`src/rtl/three_input_gate_sweep_ctrl.sv`:
```
// Self-test sequencer: walks the three-input gate through all 32 {code,c,b,a} vectors and
// captures o_f into a truth table. Define THREE_INPUT_GATE_SWEEP_CHECK_EN for the pass/fail compare.
module three_input_gate_sweep_ctrl #(
  parameter int SETTLE_CYCLES = 2
) (
  input  logic        i_clk,
  input  logic        i_rst,
  input  logic        i_start,
  input  logic        i_abort,
  input  logic        i_f,
`ifdef THREE_INPUT_GATE_SWEEP_CHECK_EN
  input  logic [31:0] i_expected,
`endif
  output logic        o_a,
  output logic        o_b,
  output logic        o_c,
  output logic [1:0]  o_code,
  output logic        o_busy,
  output logic        o_done,
  output logic [31:0] o_table
`ifdef THREE_INPUT_GATE_SWEEP_CHECK_EN
  ,
  output logic        o_pass,
  output logic [4:0]  o_err_idx
`endif
);

  typedef enum logic [1:0] {
    S_IDLE,
    S_DRIVE,
    S_SAMPLE,
    S_DONE
  } state_t;

  localparam logic [3:0] CNT_LAST = 4'(SETTLE_CYCLES - 1);

  state_t      state;
  state_t      next_state;
  logic [4:0]  idx;
  logic [3:0]  cnt;
  logic        start_sweep;
  logic        do_sample;

  always_comb begin
    next_state  = state;
    start_sweep = 1'b0;
    do_sample   = 1'b0;
    case (state)
      S_IDLE: begin
        if (i_start) begin
          next_state  = S_DRIVE;
          start_sweep = 1'b1;
        end
      end
      S_DRIVE: begin
        if (i_abort)              next_state = S_IDLE;
        else if (cnt == CNT_LAST) next_state = S_SAMPLE;
      end
      S_SAMPLE: begin
        // An abort here drops the pending sample so bits >= idx stay clear.
        if (i_abort) begin
          next_state = S_IDLE;
        end else begin
          do_sample  = 1'b1;
          next_state = (idx == 5'd31) ? S_DONE : S_DRIVE;
        end
      end
      S_DONE:  next_state = S_IDLE;
      default: next_state = S_IDLE;
    endcase
  end

  always_ff @(posedge i_clk or posedge i_rst) begin
    if (i_rst) state <= S_IDLE;
    else       state <= next_state;
  end

  // idx only advances below 31, so the final vector stays on the gate after DONE.
  always_ff @(posedge i_clk or posedge i_rst) begin
    if (i_rst) begin
      idx     <= '0;
      cnt     <= '0;
      o_table <= '0;
    end else if (start_sweep) begin
      idx     <= '0;
      cnt     <= '0;
      o_table <= '0;
    end else if (do_sample) begin
      o_table[idx] <= i_f;
      cnt          <= '0;
      if (idx != 5'd31) idx <= idx + 5'd1;
    end else if (state == S_DRIVE) begin
      cnt <= cnt + 4'd1;
    end
  end

  assign o_a    = idx[0];
  assign o_b    = idx[1];
  assign o_c    = idx[2];
  assign o_code = idx[4:3];
  assign o_busy = (state != S_IDLE);
  assign o_done = (state == S_DONE);

`ifdef THREE_INPUT_GATE_SWEEP_CHECK_EN
  logic [31:0] mismatch;
  logic [4:0]  first_err;

  // Descending scan leaves the lowest mismatching bit position in first_err.
  always_comb begin
    mismatch  = o_table ^ i_expected;
    first_err = '0;
    for (int i = 31; i >= 0; i--) begin
      if (mismatch[i]) first_err = 5'(i);
    end
  end

  always_ff @(posedge i_clk or posedge i_rst) begin
    if (i_rst) begin
      o_pass    <= 1'b0;
      o_err_idx <= '0;
    end else if (start_sweep) begin
      o_pass    <= 1'b0;
      o_err_idx <= '0;
    end else if (state == S_DONE) begin
      o_pass    <= (mismatch == 32'd0);
      o_err_idx <= first_err;
    end
  end
`endif

endmodule

```
`config.mk`:
```
export PLATFORM = sky130hd
export DESIGN_NAME = three_input_gate_sweep_ctrl
export DESIGN_NICKNAME = d
export VERILOG_FILES = /design/src/rtl/three_input_gate_sweep_ctrl.sv
export SDC_FILE = /design/constraint.sdc
export NUM_CORES = 1
export LEC_CHECK = 0
export BUFFER_PORTS_ARGS = -buffer_cell sky130_fd_sc_hd__buf_4
export CAP_MARGIN = 20
export CORE_MARGIN = 2
export CORE_UTILIZATION = 50
export CTS_BUF_LIST = sky130_fd_sc_hd__clkbuf_4
export DETAILED_ROUTE_END_ITERATION = 10
export PLACE_DENSITY = 0.79
export REMOVE_ABC_BUFFERS = 1
export SLEW_MARGIN = 20
export SYNTH_ARGS = -nofsm -noshare
export SYNTH_HDL_FRONTEND = slang
export SYNTH_SLANG_ARGS = --single-unit
```
`constraint.sdc`:
```
create_clock -name i_clk -period 2 [get_ports i_clk]
set_clock_uncertainty 0.1 [all_clocks]
set_input_delay 0.2 -clock i_clk [delete_from_list [all_inputs] [get_ports i_clk]]
set_output_delay 0.2 -clock i_clk [all_outputs]
set_load 0.02 [all_outputs]
```
## Yosys cells after proc, flatten, opt, wreduce, memory -nomap -nowiden

Index checks and enable logic that the tools add are counted.

- Add/sub/neg operators: 2
- $mul: 0
- Divide/modulo/power cells: 0
- $lt $le $gt $ge: 2
- Equality and inequality tests: 8
- Shift-type cells: 0
- Mux-type cells: 21
- Bitwise operators: 0
- Reductions and logical operators: 8

Operators with widths:

| kind | count |
|---|---|
| 32-bit 2-to-1 mux | 2 |
| 32-bit bitwise mux | 1 |
| 5-bit 2-to-1 mux | 3 |
| 4-bit 2-to-1 mux | 3 |
| 2-bit 2-to-1 mux | 5 |
| 2-bit one-hot mux with 4 select lines | 1 |
| 5-bit by 6-bit < comparator with 1-bit output, second input constant | 1 |
| 2-bit nonzero test | 3 |
| 5-bit by 1-bit adder with 5-bit output, second input constant | 1 |
| 1-bit demux with 5-bit select | 1 |
| 5-bit equality test, second input constant | 1 |
| 5-bit by 1-bit greater-or-equal comparator with 1-bit output, second input constant | 1 |
| 1-bit 2-to-1 mux | 5 |
| 5-bit inequality test, second input constant | 1 |
| 4-bit by 1-bit adder with 4-bit output, second input constant | 1 |
| 2-bit equality test, second input constant | 2 |
| 4-bit by 1-bit equality test with 1-bit output, second input constant | 1 |
| 2-bit AND reduction | 2 |
| 3-bit inequality test, second input constant | 1 |
| 3-bit nonzero test | 1 |
| 2-bit by 1-bit equality test with 1-bit output, second input constant | 1 |
| 2-bit logical NOT | 1 |
| 2-bit inequality test, second input constant | 1 |
| 1-bit logical AND | 1 |

- Bits in registers: 43
- Latch bits: 0
- RAM bits: 0
- Bits in read-only memories: 0
- Bits of input ports: 5
- Logic and storage cells: 45
- Memories kept: 0

## Longest topological paths before layout

Gate-level depths: netlist of the first run.

- Word-level depth: 7
- Gate-level depth with buffers: 6
- Gate-level depth less buffers: 6

## Worst setup path after synthesis of the first run

No wires, ideal clock.

- Path kind: register to register
- From: reg idx[0]
- To: reg idx[3]
- Setup time: 0.124 ns
- Arrival: 1.767 ns
- Data required time: 1.776 ns
- Path slack: 0.009 ns
- Stages on the path, launching flop included: 7
- Path buffers: 0
- Clock period less this slack: 1.991 ns
- Cells stage by stage: dfrtp_1 > ha_1 > and3_1 > ha_1 > nor4b_4 > nand4_1 > mux2i_1

- Word-level cells in the longest chain between the ends: 4
- Elaborated cells between the ends (all ways): 7
- Those cells by class: 1 x add/sub; 1 x eq/ne; 3 x mux; 2 x reduce/logical

Ends and longest elaborated chain:

| what | line | RTL |
|---|---|---|
| start, declared | 39 | `logic [4:0] idx;` |
| start signal, assigned | 91 | `if (idx != 5'd31) idx <= idx + 5'd1;` |
| 5-bit by 1-bit adder with 5-bit output | 91 |  |
| 5-bit 2-to-1 mux | 91 |  |
| 5-bit 2-to-1 mux | 88 | `end else if (do_sample) begin` |
| 5-bit 2-to-1 mux | 84 | `end else if (start_sweep) begin` |

Parallel ways exist; a longest one is shown, timed or not. The select of a mux whose other input is x is not followed.
A chain may end at the register's enable or synchronous reset.

## Final worst setup path of the first run

Same ends and word-level chain as after synthesis.

==> results.md, run 1 <==
- Worst Path Arrival: 2.04 ns
- Post-synth EDFFs: 0
- Status: finished clean
- Via count: 1647
- CTS tree: yes
- Startpoint types: flop
- FF-to-FF Start: idx[0]$_DFFE_PP0P_
- Clock Path Buffers: 2
- Post-CTS sizing: 0
- GRT overflow: 0
- RSZ-0062 raised after global routing: false
- Final Core Density: 61.5%
- First-pass GRT wire length: 7850 um
- Design Power: 0.00192 W
- H-tree levels: 2
- Final WL: 4560 um
- Main synth FF type: dfrtp_1
- HP Start: i_start
- Syn Std Cell Area: 2310 um^2
- Vias in the first global route: 1665
- Max Cap Viol: 0
- Global Route Usage Sum: 19.4%
- Final setup fails: 0
- Setup CP Type: flop to flop
- Die Area: 5180 um^2
- Fraction of layout cells with a size suffix above 1: 25.2%
- Crit. Startpoint: idx[0]$_DFFE_PP0P_
- Vias per inst: 5.11
- Min Tclk post-route: 1.88 ns
- P&R area growth vs syn: 17.5%
- WL per Instance: 14.2 um
- Reg2Reg Setup Slack: 0.12 ns
- Post-Syn Area per Cell: 10.4 um^2
- Largest net degree at the start of global routing: 44
- CP endpoint kind: flop
- Post-Syn Instances: 222
- Routability Congestion: 0.780
- WHS: 0.0731 ns
- Area share of the largest cell type after synthesis: 46.6%
- Core area: 4410 um^2
- Setup ws final: 0.120 ns
- Number of clock sinks: 43
- Dominant cells by area after synthesis: dfrtp_1, mux2i_1, nand2_1, buf_6, ha_1
- F_max: 0.532 GHz
- Post-placement setup slack: 0.0685 ns
- Worst skew pair latency: 0.36 ns
- Leakage: 1.52 nW
- Hold Crit Class: input port to flop
- Pwr Density: 707 nW/um^2
- Initial antenna violation count: 0
- Worst slew pin tran: 0.540 ns
- Async set or reset register ratio after synthesis: 100%
- Final Hold Violating Endpoints: 0
- Pre-antenna DRT Iters: 4
- Clk slew on worst S/H paths: 0.13 ns
- Die H: 71.9 um
- Final HPWL from detailed placement: 3110 um
- Slew HR: 64.0%
- Slew Viols, Final: 0
- Die W: 71.9 um
- #FFs+latches synth: 43
- Setup TNS: 0 ns
- CTS buffer count: 5
- Cell taking the most area after synthesis: dfrtp_1
- Drc violations: 0
- Post-synth cell types: 38
- Peak supply drop: 0.000594 V
- Yosys warns: 0
- Critical path fanouts, max: 5
- Post-route ant nets: 0
- Port bufs: 43
- Io pins: 44
- Initial Util: 52.3%
- Sequential fraction of the synthesis area: 46.6%
- First-iteration detailed-routing DRC count: 72
- Layout Nets: 281
- # rows: 24
- # diodes: 0
- Required @ worst endpoint: 2.16 ns
- Root Buffer: clkbuf_4
- Period utilisation layout: 94.0%
## per-layer routing
metal / GRT usage, % / wire [um] / vias to the layer above
met3: 5.14 / 187 / 5
met1: 26.2 / 2150 / 782
met4: 5.03 / 56 / 0
met2: 31.3 / 2160 / 31
met5: 0 / 0 / -
li1: - / - / 829
## layout by cell type, fill, tap and decap left out, types with 3 or more instances in the layout
| cell | synthesis | final |
|---|---|---|
| and3_1 | 3 | 3 |
| and3b_1 | 3 | 3 |
| and4bb_1 | 3 | 3 |
| buf_4 | 2 | 55 |
| clkbuf_4 | 0 | 5 |
| dfrtp_1 | 43 | 43 |
| ha_1 | 7 | 7 |
| inv_1 | 6 | 6 |
| mux2i_1 | 35 | 35 |
| nand2_1 | 67 | 67 |
| nor2_1 | 8 | 8 |
| nor3b_1 | 4 | 4 |
## per-stage QoR
step / instance area [um^2] / instances
2_1_floorplan: 2160 / 205
3_3_place_gp: 2640 / 312
3_5_place_dp: 2640 / 312
4_1_cts: 2710 / 322
5_1_grt: 2710 / 322
6_report: 2710 / 322
## cell type report
type	instances	area, um^2
fill	391	1700
multi-input combinational	156	1060
sequential	43	1080
clock inverter	3	20.0
clock buffer	5	37.5
timing repair buffer	57	433
inverter	6	22.5
tap	52	65.1
## cell families (layout without fill, tap and decap cells)
family,Yosys count,count (layout),share of synthesized area (%)
AOI/OAI and AO/OA,7,7,2.38
xor gates and xnor gates,3,3,1.14
adders and majority gates,7,7,3.79
buffers and inverters,23,71,7.53
DFF,43,43,46.6
muxes,35,35,15.2
and+or+nand+nor,104,104,23.4
## path summary, 6_finish.rpt
path                                           end  cells after the start
max                             idx[3]$_DFFE_PP0P_                      6
max reg2reg                     idx[3]$_DFFE_PP0P_                      6
min                             idx[0]$_DFFE_PP0P_                      4
max in group asynchronous  o_table[10]$_DFFE_PP0P_                      4
min in group asynchronous  o_table[21]$_DFFE_PP0P_                      4
min reg2reg                o_table[20]$_DFFE_PP0P_                      2
## critical path, stage by stage (launching register included)
cell     delay (ns)
dfrtp_1        0.40
ha_1           0.20
and3_1         0.18
ha_1           0.26
nor4b_4        0.34
nand4_1        0.16
mux2i_1        0.14
## repair_timing
| action | in CTS | in global routing |
|---|---|---|
| endpoints found under the setup margin | 0 | 2 |
| endpoints found under the hold margin | 44 | 0 |
| buffers inserted | 0 | 0 |
| hold buffers | 2 | 0 |
## report_power, final
part	internal (W)	total (W)	leakage (nW)	switching, W
combinational	0.000201	0.000525	0.897	0.000324
sequential	0.000917	0.000953	0.596	0.0000358
clock	0.000134	0.000439	0.0272	0.000304
## registers in the layout, indices dropped and copies added (netlist names)
register / flops
idx: 5
state: 2
cnt: 4
o_table: 32
## cell usage after synthesis (2+ instances only)
master	instances
nor2_1	8
and3_1	3
and3b_1	3
xnor2_1	2
ha_1	7
and4bb_1	3
nand2_1	67
mux2i_1	35
nand2b_1	2
inv_1	6
buf_4	2
buf_2	4
dfrtp_1	43
buf_6	10
nor3b_1	4
Power figures use the tool's default switching activity.
==> run 2: changes to the inputs <==
--- a/config.mk
+++ b/config.mk
@@ -9,7 +9,9 @@
 export CAP_MARGIN = 20
+export CELL_PAD_IN_SITES_DETAIL_PLACEMENT = 2
+export CELL_PAD_IN_SITES_GLOBAL_PLACEMENT = 2
 export CORE_MARGIN = 2
-export CORE_UTILIZATION = 50
+export CORE_UTILIZATION = 33
 export CTS_BUF_LIST = sky130_fd_sc_hd__clkbuf_4
 export DETAILED_ROUTE_END_ITERATION = 10
-export PLACE_DENSITY = 0.79
+export PLACE_DENSITY = 0.89
 export REMOVE_ABC_BUFFERS = 1
==> constraint.sdc (replaced) <==
create_clock -name i_clk -period 2 [get_ports i_clk]
set_clock_uncertainty 0.1 [all_clocks]
set_input_delay 0.1 -clock i_clk [delete_from_list [all_inputs] [get_ports i_clk]]
set_output_delay 0.1 -clock i_clk [all_outputs]
set_load 0.02 [all_outputs]
==> run 2 against run 1 <==
Power is 2.8% higher. Sequential power is 0.4% higher. Clock-buffer cell count is 2 higher. Highest routed layer unchanged. Global-route usage is 1.8 points lower. Setup slack worse by 0.046 ns. Fmax is 2.4% lower. Largest power group unchanged. Largest cell class unchanged.
==> results.md, run 2 (synthesis results as in run 1) <==
- Largest register by flop count: o_table
- Switching pwr: 0.000687 W
- F_max: 0.519 GHz
- Hold Crit Class: input port to flop
- Worst skew pair latency: 0.37 ns
- Global Route Usage Sum: 17.5%
- Via count: 1775
- Combinational power share: 28.4%
- Clock power frac: 23.0%
- Die H: 87.6 um
- Worst Path Arrival: 2.09 ns
- # diodes: 0
- Die W: 87.6 um
- Critical path fanouts, max: 5
- Max reg flops: 32
- Reg2Reg Setup Slack: 0.07 ns
- Setup CP Type: flop to flop
- Required @ worst endpoint: 2.16 ns
- Design Power: 0.00197 W
- Initial Util: 34.0%
- Register share of total power: 48.6%
- Vias in the first global route: 1973
- Root Buffer: clkbuf_4
- Pwr Density: 706 nW/um^2
- First-pass GRT wire length: 10300 um
- Largest regs: o_table (32), idx (5), cnt (4)
- Post-placement setup slack: -0.0146 ns
- Initial antenna violation count: 0
- Internal power: 0.00128 W
- Slew HR: 62.2%
- Port bufs: 43
- Commonest non-fill, non-tap cell in the layout: nand2_1
- Worst slew pin tran: 0.567 ns
- WL per Instance: 16.7 um
- Routability Congestion: 0.765
- Final setup fails: 0
- Status: finished clean
- CP endpoint kind: flop
- Max Cap Viol: 0
- Fraction of layout cells with a size suffix above 1: 25.8%
- Clk slew on worst S/H paths: 0.13 ns
- Setup ws final: 0.0739 ns
- # rows: 30
- Layout Nets: 282
- Final WL: 6150 um
- Die Area: 7680 um^2
- Post-route ant nets: 0
- Final Hold Violating Endpoints: 0
- Final HPWL from detailed placement: 4430 um
- P&R area growth vs syn: 21.0%
- GRT overflow: 0
- Slew Viols, Final: 0
- Startpoint types: flop
- Io pins: 44
- H-tree levels: 2
- Switching Fraction: 34.8%
- Largest net degree at the start of global routing: 44
- Leakage: 1.53 nW
- Period utilisation layout: 96.3%
- CTS tree: yes
- Drc violations: 0
- Min Tclk post-route: 1.93 ns
- Most frequent cells in the layout: nand2_1, buf_4, dfrtp_1, mux2i_1, nor2_1
- First-iteration detailed-routing DRC count: 73
- Pre-antenna DRT Iters: 4
- Clock Path Buffers: 2
- Vias per inst: 4.84
- CTS buffer count: 5
- Peak supply drop: 0.000382 V
- Number of clock sinks: 43
- Core area: 6790 um^2
[run 2: cell count changes in the layout (fill, tap and decap cells not counted), sizes merged]
cell,previous run,this run
clkbuf,5,7
dlygate4sd3,2,3
clkinvlp,2,0
[run 2: layout make-up]
cell class | count | area (um^2)
fillers | 732 | 4000
flip-flops and latches | 43 | 1080
clock inverters | 1 | 5.00
clock buffers | 7 | 52.6
well taps | 96 | 120
inverters | 6 | 22.5
repair buffers | 58 | 443
multi-input cells | 156 | 1070
[run 2: repair_timing]
| action | in CTS | in global routing |
|---|---|---|
| setup endpoints to repair | 1 | 1 |
| pin swaps | 1 | 2 |
| hold buffers | 3 | 0 |
| endpoints found under the hold margin | 46 | 0 |
| gates resized for setup | 0 | 3 |
| setup buffers | 0 | 0 |
[run 2: worst paths after layout]
kind,startpoint,endpoint,cells after the start
setup / recovery,idx[0]$_DFFE_PP0P_,idx[3]$_DFFE_PP0P_,6
hold / removal,i_f,o_table[19]$_DFFE_PP0P_,3
setup reg to reg,idx[0]$_DFFE_PP0P_,idx[3]$_DFFE_PP0P_,6
hold reg to reg,o_table[25]$_DFFE_PP0P_,o_table[25]$_DFFE_PP0P_,2
max in group asynchronous,i_rst,o_table[15]$_DFFE_PP0P_,4
min in group asynchronous,i_rst,cnt[3]$_DFFE_PP0P_,4
[run 2: stage by stage]
stage | cells | cell area [um^2] | hold WS (ns) | util, % | TNS, ns
floorplan | 205 | 2160 | 0.0664 | - | -0.0469
global placement | 356 | 2690 | 0.192 | 39.6 | 0
detailed placement | 356 | 2690 | 0.189 | 39.6 | -0.0146
CTS | 367 | 2780 | 0.0501 | 40.9 | 0
global route | 367 | 2790 | 0.0720 | 41.1 | -0.0136
finish | 367 | 2790 | 0.0613 | 41.1 | 0
[run 2: critical path: stages, from the launching register on]
cell     delay [ns]
dfrtp_1        0.41
ha_2           0.20
and3_1         0.21
ha_4           0.19
nor4b_4        0.37
nand4_1        0.19
mux2i_1        0.16
[run 2: power by group through the flow]
stage	clock, W	sequential (W)	combinational, W
after floorplan	0	0.00100	0.000310
after global placement	0	0.000969	0.000537
after detailed placement	0	0.000976	0.000563
after CTS	0.000473	0.000959	0.000574
after global routing	0.000497	0.000969	0.000627
final	0.000453	0.000957	0.000561
[run 2: routing by layer]
layer / up-vias / GRT usage (%) / share of wire, % / wire length (um)
li1: 826 / - / - / -
met3: 12 / 2.73 / 2.5 / 155
met5: - / 0 / 0 / 0
met2: 34 / 30.2 / 50 / 3080
met4: 0 / 7.41 / 2.5 / 155
met1: 903 / 21.8 / 45 / 2750
==> run 3: changes to the inputs <==
- CELL_PAD_IN_SITES_DETAIL_PLACEMENT: 2 -> 0
- CELL_PAD_IN_SITES_GLOBAL_PLACEMENT: 2 -> 1
- CORE_UTILIZATION: 33 -> 40
- PLACE_DENSITY: 0.89 -> 0.88
- SETUP_SLACK_MARGIN: not set -> 0.3
- TNS_END_PERCENT: not set -> 100
==> run 3 against run 2 <==
Clock power is 23% higher. Highest routed layer unchanged. Register-to-register slack better by 0.15 ns. Global-route usage down 0.37 points. Clock-buffer cell count down 2. Worst hold slack got worse by 0.011 ns. Sequential cell count is the same. Combinational power barely moved. Critical path depth rose by 1. Core utilization rose by 10 points.
==> results.md, run 3 (synthesis results as in run 1) <==
- Layout Nets: 285
- Hold Path End: o_table[28]$_DFFE_PP0P_
- Global Route Usage Sum: 17.2%
- CP endpoint kind: flop
- Peak supply drop: 0.000399 V
- Initial Util: 41.7%
- Root Buffer: clkbuf_4
- Worst skew pair latency: 0.36 ns
- Largest net degree at the start of global routing: 44
- Status: finished clean
- Max reg flops: 32
- Critical path fanouts, max: 3
- WL per Instance: 14.2 um
- Largest regs: o_table (32), idx (5), cnt (4)
- Setup TNS: 0 ns
- Design Power: 0.00208 W
- Io pins: 44
- Switching pwr: 0.000676 W
- Slew HR: 63.0%
- Commonest non-fill, non-tap cell in the layout: nand2_1
- Post-route ant nets: 0
- Most frequent cells in the layout: nand2_1, buf_4, dfrtp_1, mux2i_1, nor2_1
- Final HPWL from detailed placement: 3250 um
- H-tree levels: 2
- Final Core Density: 51.4%
- Routability Congestion: 0.772
- Combinational power share: 27.2%
- # diodes: 0
- Period utilisation layout: 89.0%
- Fraction of layout cells with a size suffix above 1: 30.3%
- Clk slew on worst S/H paths: 0.13 ns
- Required @ worst endpoint: 2.16 ns
- P&R area growth vs syn: 23.5%
- Number of clock sinks: 43
- CTS tree: yes
- F_max: 0.562 GHz
- Via count: 1725
- Hold Crit Class: input port to flop
- Final Hold Violating Endpoints: 0
- Die Area: 6400 um^2
- Clock power frac: 26.8%
- Drc violations: 0
- Pre-antenna DRT Iters: 4
- HP Start: i_f
- Register share of total power: 46.0%
- Core area: 5540 um^2
- FF-to-FF Start: idx[1]$_DFFE_PP0P_
- Hold path cells: 3
- # rows: 27
- Crit Reg-Reg Endpoint: idx[0]$_DFFE_PP0P_
- First-iteration detailed-routing DRC count: 73
- Switching Fraction: 32.6%
- Worst slew pin tran: 0.555 ns
- Slew Viols, Final: 0
- Max Cap Viol: 0
- Port bufs: 43
- Clock Path Buffers: 2
- Worst Path Arrival: 1.94 ns
- Pwr Density: 728 nW/um^2
- Final setup fails: 0
- Startpoint types: flop
- Reg2reg path depth: 7
- Setup CP Type: flop to flop
- CTS buffer count: 5
- Largest register by flop count: o_table
- Reg2Reg Setup Slack: 0.22 ns
- Final WL: 4920 um
- RSZ-0062 raised after global routing: true
- Min Tclk post-route: 1.78 ns
- Vias per inst: 4.99
- Internal power: 0.00140 W
- Initial antenna violation count: 0
- Die W: 80.0 um
- Vias in the first global route: 1765
- Leakage: 1.55 nW
- Die H: 80.0 um
- GRT overflow: 0
- First-pass GRT wire length: 8420 um
## run 3: worst max-delay path: stages (launching register included)
cell and delay, ns:
dfrtp_1 0.41, ha_2 0.19, and3_4 0.18, ha_4 0.16, nor4b_4 0.31, buf_4 0.18
xnor2_2 0.10, nor2_1 0.05
## run 3: timing repair
action                                  in CTS  in global routing
pin swaps                                    3                  0
hold endpoints to repair                    46                  0
resized for setup                            5                  9
endpoints found under the setup margin      20                 35
buffers inserted                             2                  1
hold buffers                                 3                  0
## run 3: per-layer routing
layer  GRT usage (%)  routed length (um)  vias up
li1                -                   -      832
met1            21.6                2200      838
met2            27.8                2380       48
met3            4.41                 255        7
met4            7.63                  85        0
met5               0                   0        -
## run 3: final cells by class
| type | count | area (um^2) |
|---|---|---|
| Fill cell | 535 | 2690 |
| Sequential cell | 43 | 1080 |
| Multi-Input combinational cell | 156 | 1110 |
| Clock buffer | 5 | 37.5 |
| Clock inverter | 3 | 43.8 |
| Timing Repair Buffer | 61 | 465 |
| Inverter | 6 | 22.5 |
| Tap cell | 72 | 90.1 |
## run 3: worst max path at each step
stage	from	endpoint	slack [ns]	cells after the start
6_report	idx[1]$_DFFE_PP0P_	idx[0]$_DFFE_PP0P_	0.22	7
3_5_place_dp	idx[0]$_DFFE_PP0P_	idx[3]$_DFFE_PP0P_	0.04	6
4_1_cts	idx[1]$_DFFE_PP0P_	idx[3]$_DFFE_PP0P_	0.25	6
2_1_floorplan	idx[0]$_DFFE_PP0P_	idx[2]$_DFFE_PP0P_	-0.01	4
5_1_grt	idx[1]$_DFFE_PP0P_	idx[4]$_DFFE_PP0P_	0.15	6
3_3_place_gp	idx[0]$_DFFE_PP0P_	idx[3]$_DFFE_PP0P_	0.14	6
## run 3: metrics by stage
stage                     setup WS, ns  instances  hold WS, ns  instance area [um^2]
after floorplan                -0.0134        205       0.0664                  2160
final                            0.220        346       0.0503                  2850
after global routing             0.145        346       0.0200                  2850
after global placement           0.140        332        0.178                  2660
after CTS                        0.252        345       0.0319                  2810
after detailed placement        0.0448        332        0.182                  2660
## run 3: power groups by stage
stage	clock network (W)	logic, W	registers, W
final	0.000557	0.000564	0.000954
after floorplan	0	0.000310	0.00100
after global placement	0	0.000522	0.000969
after CTS	0.000580	0.000547	0.000955
after detailed placement	0	0.000531	0.000971
after global routing	0.000623	0.000631	0.000965
